===== config.mk =====
export PLATFORM = sky130hd
export DESIGN_NAME = hazard_controller_flat
export DESIGN_NICKNAME = d
export VERILOG_FILES = /design/src/rtl/hazard_controller_if.sv /design/src/rtl/hazard_controller.sv /design/src/flat_wrapper.sv
export SDC_FILE = /design/constraint.sdc
export NUM_CORES = 1
export LEC_CHECK = 0
export CORE_MARGIN = 2
export CORE_UTILIZATION = 31
export DETAILED_ROUTE_END_ITERATION = 8
export GPL_TIMING_DRIVEN = 0
export PLACE_DENSITY = 0.84
export SYNTH_ARGS = -nofsm -noshare
export SYNTH_HDL_FRONTEND = slang
export SYNTH_SLANG_ARGS = --single-unit

===== constraint.sdc =====
create_clock -name clk -period 2 [get_ports clk]
set_clock_uncertainty 0.05 [all_clocks]
set_input_delay 0.5 -clock clk [delete_from_list [all_inputs] [get_ports clk]]
set_output_delay 0.5 -clock clk [all_outputs]
set_load 0.01 [all_outputs]

===== src/rtl/hazard_controller_if.sv =====
// Hazard-control bundle between the decode-side control unit and the pipeline registers.
// The controller uses the slave modport; a driver or testbench uses master.
interface hazard_controller_if #(
  parameter int unsigned CNT_W = 32
);
  logic [4:0]       Rs1D;
  logic [4:0]       Rs2D;
  logic [4:0]       Rs1E;
  logic [4:0]       Rs2E;
  logic [4:0]       RdE;
  logic [4:0]       RdM;
  logic [4:0]       RdW;
  logic [1:0]       ResultSrcE;
  logic             RegWriteM;
  logic             RegWriteW;
  logic             PCSrcE;
  logic             MemReqM;
  logic             MemReadyM;
  logic [1:0]       ForwardAE;
  logic [1:0]       ForwardBE;
  logic             StallF;
  logic             StallD;
  logic             StallE;
  logic             StallM;
  logic             FlushD;
  logic             FlushE;
  logic             FlushW;
  logic             MemFault;
  logic [CNT_W-1:0] StallCycles;
  logic [CNT_W-1:0] FlushEvents;

  modport master (
    output Rs1D, Rs2D, Rs1E, Rs2E, RdE, RdM, RdW, ResultSrcE,
           RegWriteM, RegWriteW, PCSrcE, MemReqM, MemReadyM,
    input  ForwardAE, ForwardBE, StallF, StallD, StallE, StallM,
           FlushD, FlushE, FlushW, MemFault, StallCycles, FlushEvents
  );

  modport slave (
    input  Rs1D, Rs2D, Rs1E, Rs2E, RdE, RdM, RdW, ResultSrcE,
           RegWriteM, RegWriteW, PCSrcE, MemReqM, MemReadyM,
    output ForwardAE, ForwardBE, StallF, StallD, StallE, StallM,
           FlushD, FlushE, FlushW, MemFault, StallCycles, FlushEvents
  );
endinterface


===== src/rtl/hazard_controller.sv =====
// Stall/flush/forwarding control for the 5-stage RV32I pipeline, with a data-memory wait watchdog.
// Optional saturating perf counters are built only when PERF_COUNTERS_EN is defined.
module hazard_controller #(
  parameter int unsigned TIMEOUT_CYCLES = 255,
  parameter int unsigned CNT_W          = 32
) (
  input  logic               clk,
  input  logic               rst_n,
  hazard_controller_if.slave hz
);

  localparam int unsigned WCNT_W = $clog2(TIMEOUT_CYCLES + 1);

  typedef enum logic [1:0] {
    S_IDLE  = 2'd0,
    S_WAIT  = 2'd1,
    S_FAULT = 2'd2
  } state_t;

  state_t            r_state;
  state_t            w_state_nxt;
  logic [WCNT_W-1:0] r_wcnt;
  logic [WCNT_W-1:0] w_wcnt_nxt;

  logic       w_mem_wait;
  logic       w_mem_stall;
  logic       w_lw_stall;
  logic [1:0] w_fwd_a;
  logic [1:0] w_fwd_b;
  logic       w_stall_f;
  logic       w_stall_d;
  logic       w_stall_e;
  logic       w_stall_m;
  logic       w_flush_d;
  logic       w_flush_e;
  logic       w_flush_w;

  // MEM-stage forwarding beats WB since it carries the younger value.
  function automatic logic [1:0] fwd_sel(input logic [4:0] rs,
                                         input logic       wr_m, input logic [4:0] rd_m,
                                         input logic       wr_w, input logic [4:0] rd_w);
    if (wr_m && (rd_m != 5'd0) && (rd_m == rs))      fwd_sel = 2'b10;
    else if (wr_w && (rd_w != 5'd0) && (rd_w == rs)) fwd_sel = 2'b01;
    else                                             fwd_sel = 2'b00;
  endfunction

  always_ff @(posedge clk or negedge rst_n) begin
    if (!rst_n) begin
      r_state <= S_IDLE;
      r_wcnt  <= '0;
    end else begin
      r_state <= w_state_nxt;
      r_wcnt  <= w_wcnt_nxt;
    end
  end

  assign w_mem_wait = hz.MemReqM && !hz.MemReadyM;

  always_comb begin
    w_state_nxt = r_state;
    w_wcnt_nxt  = r_wcnt;
    case (r_state)
      S_IDLE: begin
        if (w_mem_wait) begin
          w_state_nxt = S_WAIT;
          w_wcnt_nxt  = WCNT_W'(1);
        end
      end
      S_WAIT: begin
        // A withdrawn request ends the wait just like a completion does.
        if (!w_mem_wait) begin
          w_state_nxt = S_IDLE;
          w_wcnt_nxt  = '0;
        end else if (r_wcnt == WCNT_W'(TIMEOUT_CYCLES)) begin
          w_state_nxt = S_FAULT;
        end else begin
          w_wcnt_nxt = r_wcnt + WCNT_W'(1);
        end
      end
      S_FAULT: w_state_nxt = S_FAULT;
      default: begin
        w_state_nxt = S_IDLE;
        w_wcnt_nxt  = '0;
      end
    endcase
  end

  assign w_mem_stall = ((r_state != S_FAULT) && w_mem_wait) || (r_state == S_FAULT);
  assign w_lw_stall  = (hz.ResultSrcE == 2'b01) && (hz.RdE != 5'd0) &&
                       ((hz.RdE == hz.Rs1D) || (hz.RdE == hz.Rs2D));

  // Memory stall holds EX, so branch and load-use resolution wait until it clears.
  always_comb begin
    w_fwd_a   = 2'b00;
    w_fwd_b   = 2'b00;
    w_stall_f = 1'b0;
    w_stall_d = 1'b0;
    w_stall_e = 1'b0;
    w_stall_m = 1'b0;
    w_flush_d = 1'b0;
    w_flush_e = 1'b0;
    w_flush_w = 1'b0;
    if (!rst_n) begin
      w_flush_d = 1'b1;
      w_flush_e = 1'b1;
      w_flush_w = 1'b1;
    end else begin
      w_fwd_a = fwd_sel(hz.Rs1E, hz.RegWriteM, hz.RdM, hz.RegWriteW, hz.RdW);
      w_fwd_b = fwd_sel(hz.Rs2E, hz.RegWriteM, hz.RdM, hz.RegWriteW, hz.RdW);
      if (w_mem_stall) begin
        w_stall_f = 1'b1;
        w_stall_d = 1'b1;
        w_stall_e = 1'b1;
        w_stall_m = 1'b1;
        w_flush_w = 1'b1;
      end else if (hz.PCSrcE) begin
        w_flush_d = 1'b1;
        w_flush_e = 1'b1;
      end else if (w_lw_stall) begin
        w_stall_f = 1'b1;
        w_stall_d = 1'b1;
        w_flush_e = 1'b1;
      end
    end
  end

  assign hz.ForwardAE = w_fwd_a;
  assign hz.ForwardBE = w_fwd_b;
  assign hz.StallF    = w_stall_f;
  assign hz.StallD    = w_stall_d;
  assign hz.StallE    = w_stall_e;
  assign hz.StallM    = w_stall_m;
  assign hz.FlushD    = w_flush_d;
  assign hz.FlushE    = w_flush_e;
  assign hz.FlushW    = w_flush_w;
  assign hz.MemFault  = (r_state == S_FAULT);

`ifdef PERF_COUNTERS_EN
  logic [CNT_W-1:0] r_stall_cycles;
  logic [CNT_W-1:0] r_flush_events;

  // Saturating event counters, cleared only by reset.
  always_ff @(posedge clk or negedge rst_n) begin
    if (!rst_n) begin
      r_stall_cycles <= '0;
      r_flush_events <= '0;
    end else begin
      if (w_stall_f && (r_stall_cycles != '1)) r_stall_cycles <= r_stall_cycles + CNT_W'(1);
      if (w_flush_e && (r_flush_events != '1)) r_flush_events <= r_flush_events + CNT_W'(1);
    end
  end

  assign hz.StallCycles = r_stall_cycles;
  assign hz.FlushEvents = r_flush_events;
`else
  assign hz.StallCycles = '0;
  assign hz.FlushEvents = '0;
`endif

endmodule

===== src/flat_wrapper.sv =====
// flat-port wrapper written by rule: the top's interface ports become plain ports
module hazard_controller_flat 
#(
  parameter int unsigned TIMEOUT_CYCLES = 255,
  parameter int unsigned CNT_W          = 32
)
  (clk, rst_n, hz_Rs1D, hz_Rs2D, hz_Rs1E, hz_Rs2E, hz_RdE, hz_RdM, hz_RdW, hz_ResultSrcE, hz_RegWriteM, hz_RegWriteW, hz_PCSrcE, hz_MemReqM, hz_MemReadyM, hz_ForwardAE, hz_ForwardBE, hz_StallF, hz_StallD, hz_StallE, hz_StallM, hz_FlushD, hz_FlushE, hz_FlushW, hz_MemFault, hz_StallCycles, hz_FlushEvents);
  hazard_controller_if #(.CNT_W(CNT_W)) hz_i ();
  input  logic clk;
  input  logic rst_n;
  input wire logic [$bits(hz_i.Rs1D)-1:0] hz_Rs1D;
  input wire logic [$bits(hz_i.Rs2D)-1:0] hz_Rs2D;
  input wire logic [$bits(hz_i.Rs1E)-1:0] hz_Rs1E;
  input wire logic [$bits(hz_i.Rs2E)-1:0] hz_Rs2E;
  input wire logic [$bits(hz_i.RdE)-1:0] hz_RdE;
  input wire logic [$bits(hz_i.RdM)-1:0] hz_RdM;
  input wire logic [$bits(hz_i.RdW)-1:0] hz_RdW;
  input wire logic [$bits(hz_i.ResultSrcE)-1:0] hz_ResultSrcE;
  input wire logic [$bits(hz_i.RegWriteM)-1:0] hz_RegWriteM;
  input wire logic [$bits(hz_i.RegWriteW)-1:0] hz_RegWriteW;
  input wire logic [$bits(hz_i.PCSrcE)-1:0] hz_PCSrcE;
  input wire logic [$bits(hz_i.MemReqM)-1:0] hz_MemReqM;
  input wire logic [$bits(hz_i.MemReadyM)-1:0] hz_MemReadyM;
  output wire logic [$bits(hz_i.ForwardAE)-1:0] hz_ForwardAE;
  output wire logic [$bits(hz_i.ForwardBE)-1:0] hz_ForwardBE;
  output wire logic [$bits(hz_i.StallF)-1:0] hz_StallF;
  output wire logic [$bits(hz_i.StallD)-1:0] hz_StallD;
  output wire logic [$bits(hz_i.StallE)-1:0] hz_StallE;
  output wire logic [$bits(hz_i.StallM)-1:0] hz_StallM;
  output wire logic [$bits(hz_i.FlushD)-1:0] hz_FlushD;
  output wire logic [$bits(hz_i.FlushE)-1:0] hz_FlushE;
  output wire logic [$bits(hz_i.FlushW)-1:0] hz_FlushW;
  output wire logic [$bits(hz_i.MemFault)-1:0] hz_MemFault;
  output wire logic [$bits(hz_i.StallCycles)-1:0] hz_StallCycles;
  output wire logic [$bits(hz_i.FlushEvents)-1:0] hz_FlushEvents;
  assign hz_i.Rs1D = hz_Rs1D;
  assign hz_i.Rs2D = hz_Rs2D;
  assign hz_i.Rs1E = hz_Rs1E;
  assign hz_i.Rs2E = hz_Rs2E;
  assign hz_i.RdE = hz_RdE;
  assign hz_i.RdM = hz_RdM;
  assign hz_i.RdW = hz_RdW;
  assign hz_i.ResultSrcE = hz_ResultSrcE;
  assign hz_i.RegWriteM = hz_RegWriteM;
  assign hz_i.RegWriteW = hz_RegWriteW;
  assign hz_i.PCSrcE = hz_PCSrcE;
  assign hz_i.MemReqM = hz_MemReqM;
  assign hz_i.MemReadyM = hz_MemReadyM;
  assign hz_ForwardAE = hz_i.ForwardAE;
  assign hz_ForwardBE = hz_i.ForwardBE;
  assign hz_StallF = hz_i.StallF;
  assign hz_StallD = hz_i.StallD;
  assign hz_StallE = hz_i.StallE;
  assign hz_StallM = hz_i.StallM;
  assign hz_FlushD = hz_i.FlushD;
  assign hz_FlushE = hz_i.FlushE;
  assign hz_FlushW = hz_i.FlushW;
  assign hz_MemFault = hz_i.MemFault;
  assign hz_StallCycles = hz_i.StallCycles;
  assign hz_FlushEvents = hz_i.FlushEvents;
  hazard_controller #(.TIMEOUT_CYCLES(TIMEOUT_CYCLES), .CNT_W(CNT_W)) u_core (.clk(clk), .rst_n(rst_n), .hz(hz_i));
endmodule

==> flow_results.org, run 1 <==
** Logic synthesis
- Post-synthesis area per instance :: 8.16 um2
- Compound-gate portion of the synthesized area :: 12.2%
- By area, the combinational part of the netlist is dominated by buffers and inverters.
- Leading cell type by number of instances after synthesis :: sky130_fd_sc_hd__buf_4
- Yosys mapped the design onto 40 distinct sky130hd cell types.
- Number of instances in the synthesized netlist :: 187
- Post-synthesis mux area share :: 0.656%
- The cell area that synthesis handed to floorplanning was 0.00153 mm2.
- Register bit count reported by yosys :: 10
- Summing the sequential cell areas from Yosys gives 16.4% of the chip area.
- Cells taking the most area after synthesis :: sky130_fd_sc_hd__buf_4 (32%), sky130_fd_sc_hd__dfrtp_1 (16%), sky130_fd_sc_hd__xor2_1 (13%), sky130_fd_sc_hd__o31ai_1 (4.9%), sky130_fd_sc_hd__xnor2_1 (4.6%)
- Area share of xor/xnor cells in the synthesized design :: 17.2%
- Summing the areas of all fa, ha and maj instances in the mapped netlist gives 0.820% of the synthesized area.
- Of all cell types, the one taking the most synthesized area is sky130_fd_sc_hd__buf_4.
- Commonest cells in the netlist :: sky130_fd_sc_hd__buf_4 (66), sky130_fd_sc_hd__xor2_1 (22), sky130_fd_sc_hd__dfrtp_1 (10), sky130_fd_sc_hd__o31ai_1 (10)
- Prevailing post-synth register cell :: sky130_fd_sc_hd__dfrtp_1
- Fraction of synthesis flops using an asynchronous set or reset pin :: 100%
- Yosys warning count :: 0
- The share of synthesized area in the top cell type comes to 32.5%.
- Number of synthesized flops with an enable pin :: 0
- Simple logic cell fraction of the synthesized area :: 18.6%

** CTS
- Max clock buf depth :: 2
- TritonCTS built the clock tree.
- After clock tree synthesis, the clock-pin slew on the worst setup and hold paths is 50 ps.
- Insertion delay to the later sink of the worst-skew pair :: 240 ps
- The root buffer cell chosen for the clock tree is sky130_fd_sc_hd__clkbuf_8.
- Clock tree synthesis inserted a total of 3 buffers.
- TritonCTS Sinks :: 10
- CTS built an H-tree with a depth of 1.
- Hold-fix buffers, CTS :: 0

** STA
- Period utilisation layout :: 122%
- Final worst slack :: -431 ps
- The count of final hold-check violations is 0.
- Setup repair after global routing missed its margin :: true
- Static timing analysis puts the maximum clock frequency at 411 MHz.
- Counting I/O delays and the setup requirement, the final critical path takes 2430 ps.
- Slew @ Worst Pin :: 548 ps
- Setup violations remaining at the end of the flow were counted as 5.
- The number of max-slew violations in the final report came to 0.
- Worst slew slack as a fraction of its limit :: 63.3%

** Final layout
- Compared with the post-synthesis result, the final layout area differs by 72.8%.
- Cells with a size suffix above 1 make up 47.0% of the layout.
- Counting the fill cells in the layout gives 441.
- Number of antenna repair diodes :: 0
- The final layout contains 365 nets.
- The finished cells cover 0.00264 mm2.
- Non-filler cells, final :: 386

** Power
- Net switching is 32.3% of the power.
- In this run, the combinational gates consume 46.1% of the power.
- The analysis attributes to net switching a power of 0.287 mW.
- Design Power :: 0.887 mW
- The worst-case IR drop observed on VDD is 0.385 mV.
- In this run, the clock network consumes 29.6% of the power.
- The internal power of the cells totals 0.600 mW.
- Sequential group share of total power :: 24.3%
- Static leakage :: 1.45 nW
- Power Density :: 337 mW/mm2

** Worst hold path
- Worst hold-check path type :: input port to asynchronous set/reset pin

** Detailed routing
- Final routed wire length divided by cell count :: 10.6 um
- Count of vias placed by the detailed router :: 1534
- The count of nets left with antenna violations once routing finished came out at 0.
- After the first detailed-routing iteration, the DRC count stood at 25.
- In the routed layout, each cell is associated on average with a via count of 3.97.
- Total iterations of the first detailed-routing run :: 4
- Total Wirelength :: 4.10 mm
- After detailed routing, the number of remaining DRC violations is 0.

** Outcome
- Violations in the final reports :: negative setup slack
- Outcome :: complete, but fails checks

** Job
- Number of violations of the max-capacitance limit :: 0

** Setup path
- On the critical path, the stage with the largest delay is an instance of sky130_fd_sc_hd__or4_4.
- Data arrival at the endpoint of the critical path :: 1880 ps
- Worst setup SP type :: input port
- The critical path in this run is classified as input port to primary output.
- The signal on the critical path passes through buf_8 -> or4_4 -> o21ai_4 -> buf_6 -> nor4_4 -> buf_4 -> nor4_4 -> buf_2.
- For this run, the slowest stage of the critical path takes 540 ps.
- Worst EP required :: 1450 ps
- The worst setup path is captured at a primary output.
- The number of cells on the worst reg-to-reg path is 6.
- Along the worst path, the maximum fanout reaches 2.
- Cell type with the highest occurrence count on the critical path :: sky130_fd_sc_hd__nor4_4

** GRT
- The total overflow left after global routing is 0.
- Global-route wire length before repair :: 6.08 mm
- Vias in the first global route :: 1423
- Global routing used 13.7% of the available tracks.
- Number of antenna violations at the first check in global routing :: 0
- Maximum number of pins on one net before global-route repair :: 19

** Die
- Chip Height :: 74.1 um
- Starting density of the core :: 32.3%
- Num ports :: 120
- Row Count :: 25
- Overall die area :: 0.00550 mm2
- The core region is 0.00472 mm2.
- From left edge to right edge, the die measures 74.1 um.

** Place
- The HPWL after detailed placement is 3.09 mm.
- The congestion estimate from routability-driven global placement came to 0.853.
- Placed Cells incl. Taps :: 372
- In this run the cell area measured after placement is 0.00243 mm2.
- Port buffering added 55 buffers.
==> routing by layer <==
layer,global-route usage [%],wire [um],part of all wire [%]
met1,14.2,1440,35
met2,27.8,2260,55
met3,2.30,330,8.1
met4,4.04,60,1.5
met5,0,0,0
==> sequential cells by signal, summed over array words and instances, names as in the netlist <==
| signal | count |
|---|---|
| u_core.r_wcnt | 8 |
| u_core.r_state | 2 |
==> what timing repair did <==
action / CTS / global route
pin swaps: 22 / 21
buffers inserted: 8 / 3
endpoints found under the hold margin: 0 / 0
resized for setup: 167 / 34
endpoints found under the setup margin: 20 / 17
==> critical path, delay by kind of cell <==
family | cells | cell delay, ps
and+or+nand+nor | 3 | 700
buffers and inverters | 4 | 530
AOI/OAI and AO/OA | 1 | 150
==> through the flow <==
step / util, % / hold slack, ps / setup slack, ps / setup TNS (ps)
2_1_floorplan: - / 154 / -52.1 / -102
3_3_place_gp: 51.4 / 425 / -1600 / -14890
3_5_place_dp: 51.4 / 448 / -1620 / -15390
4_1_cts: 53.9 / 65.1 / -428 / -1370
5_1_grt: 55.8 / 73.8 / -476 / -1790
6_report: 55.8 / 57.0 / -431 / -1490
==> cell type report <==
class | instances | area (um2) | area share, %
flip-flops and latches | 10 | 251 | 9.54
plain buffers | 69 | 526 | 19.9
multi-input cells | 171 | 1200 | 45.4
clock buffers | 4 | 55.1 | 2.09
well taps | 67 | 83.8 | 3.18
repair buffers | 65 | 522 | 19.8
==> kinds of logic after synthesis <==
kind of cell / after synthesis
xor+xnor: 30
simple gates: 50
mux: 1
flops: 10
compound gates: 25
buf+inv: 69
fa+ha+maj: 1
other cells: 1
==> final timing paths <==
path / startpoint / endpoint / slack, ps
min reg2reg: u_core.r_wcnt[6] / u_core.r_wcnt[6] / 460
max: hz_RdM[4] / hz_ForwardBE[0] / -430
min: rst_n / u_core.r_wcnt[7] / 60
max in group asynchronous: rst_n / u_core.r_state[0] / 1640
min in group clk: u_core.r_wcnt[6] / u_core.r_wcnt[6] / 460
max reg2reg: u_core.r_state[1] / u_core.r_wcnt[4] / 90
==> cells in the final DEF, fill, tap and decap left out, types with 3 or more instances in the layout <==
master	synthesis	routed
sky130_fd_sc_hd__clkbuf_2	0	9
sky130_fd_sc_hd__clkbuf_8	0	4
sky130_fd_sc_hd__o31ai_1	10	7
sky130_fd_sc_hd__clkdlybuf4s50_1	0	3
sky130_fd_sc_hd__conb_1	1	64
sky130_fd_sc_hd__buf_2	1	16
sky130_fd_sc_hd__clkdlybuf4s15_1	0	4
sky130_fd_sc_hd__nor4_4	0	3
sky130_fd_sc_hd__buf_6	1	11
sky130_fd_sc_hd__nand3_1	8	7
sky130_fd_sc_hd__buf_4	66	74
sky130_fd_sc_hd__xnor2_1	8	7
sky130_fd_sc_hd__dlygate4sd2_1	0	9
sky130_fd_sc_hd__nor2_1	7	7
sky130_fd_sc_hd__xor2_1	22	20
sky130_fd_sc_hd__nor2b_4	1	3
sky130_fd_sc_hd__dfrtp_1	10	9
sky130_fd_sc_hd__nand2_1	6	5
sky130_fd_sc_hd__dlymetal6s2s_1	0	3
sky130_fd_sc_hd__nor3_2	0	5
==> power by group through the flow <==
stage               registers, mW  logic [mW]  clock network [mW]
global placement            0.217       0.379                   0
global route                0.216       0.446               0.279
finish                      0.215       0.409               0.262
CTS                         0.215       0.388               0.269
floorplan                   0.216       0.243                   0
detailed placement          0.218       0.384                   0
No activity file was read; power rests on OpenSTA's default activity.
==> inputs of run 2 (changes only) <==
CTS_CLUSTER_DIAMETER = 200   (was unset)
CTS_CLUSTER_SIZE = 16   (was unset)
==> results of run 2 <==
Final layout, timing and power as in run 1 (identical DEF).
